`src/rtl/micro_sequencer.sv`:
```
// micro_sequencer
//   Micro-PC register and next-state selector for the microprogrammed MIPS
//   control unit. Each non-stalled clock the micro-state advances to a target
//   chosen by the sequencing field. The target can be fetch, increment,
//   dispatch 1 or dispatch 2. Microinstructions flagged loop_en hold their
//   state for LOOP_CYCLES cycles. These are used for mult/div/madd/msub.
//   A dispatch through an undefined table entry traps to TRAP_STATE and
//   raises the sticky illegal_op flag.
//
// Ports
//   clk            system clock, rising edge
//   reset          asynchronous, active-high reset
//   addr_ctl       00 fetch, 01 increment, 10 dispatch 1, 11 dispatch 2
//   next_state_DT1 dispatch table 1 target;  dt1_valid marks a defined entry
//   next_state_DT2 dispatch table 2 target;  dt2_valid marks a defined entry
//   loop_en        hold the current state for LOOP_CYCLES non-stalled cycles
//   stall          freezes all sequencer state (highest priority)
//   state          current micro-state (micro-PC)
//   busy           loop hold in progress
//   illegal_op     sticky: an undefined dispatch occurred
//   retire         one-cycle pulse after a move into FETCH_STATE
module micro_sequencer #(
    parameter int unsigned SW          = 5,
    parameter int unsigned FETCH_STATE = 0,
    parameter int unsigned TRAP_STATE  = 31,
    parameter int unsigned LOOP_CYCLES = 32
) (
    input  logic          clk,
    input  logic          reset,
    input  logic [1:0]    addr_ctl,
    input  logic [SW-1:0] next_state_DT1,
    input  logic          dt1_valid,
    input  logic [SW-1:0] next_state_DT2,
    input  logic          dt2_valid,
    input  logic          loop_en,
    input  logic          stall,
    output logic [SW-1:0] state,
    output logic          busy,
    output logic          illegal_op,
    output logic          retire
);

    localparam logic [SW-1:0] FETCH   = SW'(FETCH_STATE);
    localparam logic [SW-1:0] TRAP    = SW'(TRAP_STATE);
    localparam logic          LOOP_ON = (LOOP_CYCLES > 1);
    // Counter holds at most LOOP_CYCLES-2; the first hold cycle is spent loading it.
    localparam int unsigned   CW      = (LOOP_CYCLES > 2) ? $clog2(LOOP_CYCLES - 1) : 1;
    localparam logic [CW-1:0] LOAD    = CW'(LOOP_CYCLES - 2);

    typedef enum logic {
        RUN  = 1'b0,
        HOLD = 1'b1
    } mode_t;

    mode_t         mode;
    logic [CW-1:0] count;

    logic [SW-1:0] target;
    logic          trap_dispatch;
    logic          adv_retire;
    logic          adv_illegal;

    always_comb begin
        target        = FETCH;
        trap_dispatch = 1'b0;
        case (addr_ctl)
            2'b00: target = FETCH;
            2'b01: target = state + SW'(1);
            2'b10: begin
                target        = dt1_valid ? next_state_DT1 : TRAP;
                trap_dispatch = ~dt1_valid;
            end
            default: begin
                target        = dt2_valid ? next_state_DT2 : TRAP;
                trap_dispatch = ~dt2_valid;
            end
        endcase
    end

    // Side effects of loading target into state.
    // The trap set takes priority over the fetch clear.
    always_comb begin
        adv_retire  = (target == FETCH) && (state != FETCH);
        adv_illegal = illegal_op;
        if (trap_dispatch) begin
            adv_illegal = 1'b1;
        end else if (target == FETCH) begin
            adv_illegal = 1'b0;
        end
    end

    assign busy = (mode == HOLD);

    always_ff @(posedge clk or posedge reset) begin
        if (reset) begin
            state      <= FETCH;
            mode       <= RUN;
            count      <= '0;
            illegal_op <= 1'b0;
            retire     <= 1'b0;
        end else if (stall) begin
            retire <= 1'b0;
        end else begin
            case (mode)
                RUN: begin
                    if (loop_en && LOOP_ON) begin
                        mode   <= HOLD;
                        count  <= LOAD;
                        retire <= 1'b0;
                    end else begin
                        state      <= target;
                        retire     <= adv_retire;
                        illegal_op <= adv_illegal;
                    end
                end
                HOLD: begin
                    if (count != '0) begin
                        count  <= count - CW'(1);
                        retire <= 1'b0;
                    end else begin
                        mode       <= RUN;
                        state      <= target;
                        retire     <= adv_retire;
                        illegal_op <= adv_illegal;
                    end
                end
                default: mode <= RUN;
            endcase
        end
    end

endmodule

```
`config.mk`:
```
export PLATFORM = sky130hd
export DESIGN_NAME = micro_sequencer
export DESIGN_NICKNAME = d
export VERILOG_FILES = /design/src/rtl/micro_sequencer.sv
export SDC_FILE = /design/constraint.sdc
export NUM_CORES = 1
export LEC_CHECK = 0
export ABC_AREA = 0
export CAP_MARGIN = 20
export CORE_MARGIN = 2
export CORE_UTILIZATION = 33
export DETAILED_ROUTE_END_ITERATION = 6
export SLEW_MARGIN = 20
export SYNTH_ARGS = -nofsm -noshare
export SYNTH_HDL_FRONTEND = slang
export SYNTH_SLANG_ARGS = --single-unit
```
`constraint.sdc`:
```
create_clock -name clk -period 2.4 [get_ports clk]
set_input_delay 0.48 -clock clk [delete_from_list [all_inputs] [get_ports clk]]
set_output_delay 0.48 -clock clk [all_outputs]
set_load 0.05 [all_outputs]
```
==> metrics.md <==
| Metric | Value |
|---|---|
| Die area | `2902 um2` |
| Power per Cell Area | `981.2 nW/um2` |
| Period Utilization, post-route | `91.18%` |
| Post-CTS setup buffer count | `0` |
| Vias in the first global route | `711` |
| Final hold vios | `0` |
| Grt ovf | `0` |
| Post-synth EDFFs | `0` |
| Largest net degree at the start of global routing | `14` |
| CTS tree | `built` |
| WP data required | `1.92 ns` |
| First-pass GRT wire length | `3042 um` |
| RSZ-0062 raised after global routing | `no` |
| Outcome | `finished clean` |
| Clock Skew | `0.007532 ns` |
| Final Wtd Congestion | `0.7519` |
| CTS H-tree depth | `1` |
| Iter 0 DRT Violations | `12` |
| I/O Buffers | `25` |
| Ratio of cells with drive above 1 in the final layout | `10.26%` |
| Syn nets | `110` |
| Sequential power share | `36.7%` |
| CORE AREA | `2410 um2` |
| Io pins | `26` |
| Final min period | `2.188 ns` |
| Startpoint Class | `flop` |
| Most frequent cells in the layout | `25 x clkdlybuf4s50_1, 13 x dfrtp_1, 10 x o21ai_0` |
| Drt pass-1 iters | `4` |
| Synth warn | `0` |
| Avg Vias per Cell | `4.959` |
| Slowest Stage Delay on Critical Path | `0.87 ns` |
| Clk pwr share | `12.1%` |
| Library cells used by synthesis | `33` |
| Initial antenna violation count | `0` |
| Stages on the worst setup path | `1` |
| Synth top area cells | `dfrtp_1 40%, ha_1 6.1%, o21ai_0 6.1%` |
| Sequential area share after synthesis | `39.63%` |
| Clock latency at the later pin of the worst-skew pair | `0.28 ns` |
| Max Transition Viols Final | `0` |
| Starting density of the core | `34.06%` |
| Fillers | `232` |
| Slew headroom | `66.44%` |
| Post-synthesis register bit count | `13` |
| CP Capture Type | `output port` |
| Hold Buf Count CTS | `0` |
| Synthesized cell area | `820.8 um2` |
| Post-Synthesis Cells | `88` |
| Area growth from synthesis to layout | `38.11%` |
| Endpoints failing setup | `0` |
| Final Util | `47.04%` |
| Async SR Flop Fraction | `100.0%` |
| P_sw | `505.1 uW` |
| Post_cts resized | `0` |
| Clk pin slew, worst setup/hold paths | `0.08 ns` |
| CP bufs+invs | `1` |
| Clk sinks | `13` |
| Final setup TNS | `0 ns` |
| Crit Path Max Fanout | `10` |
| Worst path slowest cell | `clkdlybuf4s50_1` |
| Crit path max-delay family | `buffers and inverters` |
| VDD IR max | `0.0006815 V` |
| Post-synth top area cell | `dfrtp_1` |
| DRC errors left | `0` |
| Main synth FF type | `dfrtp_1` |
| Antenna viol nets, final | `0` |
| Final WL | `1742 um` |
| Commonest non-fill, non-tap cell in the layout | `clkdlybuf4s50_1` |
| CTS buffer count | `3` |
| Die Width | `53.87 um` |
| Comb power frac | `51.2%` |
| Worst-case clock buffer depth | `2` |
| Slew @ Worst Pin | `0.5019 ns` |
| Worst hold path cell count | `1` |
| Root Driver | `clkbuf_4` |
| Final #Nets | `140` |
| DR vias | `729` |
| Data arrival, critical path | `1.71 ns` |
| Diodes inserted | `0` |
| Setup CP Type | `reg -> out` |
| Internal | `607.2 uW` |
| Worst Hold Class | `reg -> reg` |
| Sw frac | `45.41%` |
| P_leak | `0.4654 nW` |
| Reg2Reg Depth | `8` |
| Routed len/inst | `11.85 um` |
| Top-area cell type share of the netlist area | `39.63%` |
| Cells along the critical path | `clkdlybuf4s50_1` |
| F_max | `457.0 MHz` |
| HPWL after DPL | `1412 um` |
| Max Cap Violations | `0` |
| Die height | `53.87 um` |
| GR Util All Layers | `14.86%` |
| Syn Area/Cell | `9.327 um2` |
| Num rows | `18` |
[synth_stat cells, drive strengths merged, types with 3 or more instances]
| master | count |
|---|---|
| nand2 | 9 |
| o21ai | 10 |
| o211ai | 3 |
| ha | 4 |
| dfrtp | 13 |
| inv | 6 |
| a21oi | 3 |
| nor2 | 7 |
| nand3 | 5 |
[path summary, 6_finish.rpt]
kind	startpoint	to	slack (ns)
worst max register to register	count[0]	illegal_op	0.34
min in group asynchronous	reset	state[2]	0.52
max in group asynchronous	reset	count[2]	1.54
worst max-delay path	busy	busy	0.21
worst min register to register	count[4]	count[4]	0.51
worst min-delay path	count[4]	count[4]	0.51
[stage by stage]
stage / power, mW / hold slack, ns / area, um2 / worst slack, ns / std cells
final: 1.112 / 0.5080 / 1134 / 0.2117 / 147
after global routing: 1.202 / 0.5203 / 1134 / 0.1434 / 147
after CTS: 1.130 / 0.5116 / 1134 / 0.1900 / 147
after detailed placement: 0.9891 / 0.4928 / 1107 / 0.1882 / 143
after global placement: 0.9836 / 0.4856 / 1107 / 0.2120 / 143
after floorplan: 0.7919 / 0.3570 / 820.8 / 0.2633 / 88
[final cells by class]
| type | count | area, um2 | area share (%) |
|---|---|---|---|
| clock buffers | 4 | 26.28 | 2.318 |
| flip-flops and latches | 13 | 325.3 | 28.70 |
| inverters | 6 | 22.52 | 1.987 |
| well taps | 30 | 37.54 | 3.311 |
| repair buffers | 27 | 265.3 | 23.40 |
| multi-input cells | 67 | 456.7 | 40.29 |
[power groups by stage]
stage	registers [mW]	clock network (mW)	logic, mW
after floorplan	0.559	0	0.233
after global placement	0.412	0	0.571
after detailed placement	0.414	0	0.575
after CTS	0.410	0.144	0.576
after global routing	0.424	0.151	0.627
final	0.408	0.135	0.569
[routing by layer]
layer	track usage, %	up-vias	share of wire [%]
met5	0	-	0
met2	26.02	18	47
met3	5.000	2	5.6
met4	2.564	0	0.52
li1	-	373	-
met1	17.74	336	47
[state kept, by name, indices dropped and copies added, names as in the netlist]
name        count
count           5
busy            1
retire          1
illegal_op      1
state           5
[cells by family (layout without fill, tap and decap cells)]
| group | Yosys count | after routing | synth area share (%) |
|---|---|---|---|
| xor+xnor | 3 | 3 | 3.202 |
| fa+ha+maj | 4 | 4 | 6.098 |
| mux | 3 | 3 | 3.963 |
| flops | 13 | 13 | 39.63 |
| compound gates | 24 | 24 | 20.58 |
| simple gates | 33 | 33 | 21.80 |
| buf+inv | 8 | 37 | 4.725 |
(Power assumes the default switching activity.)
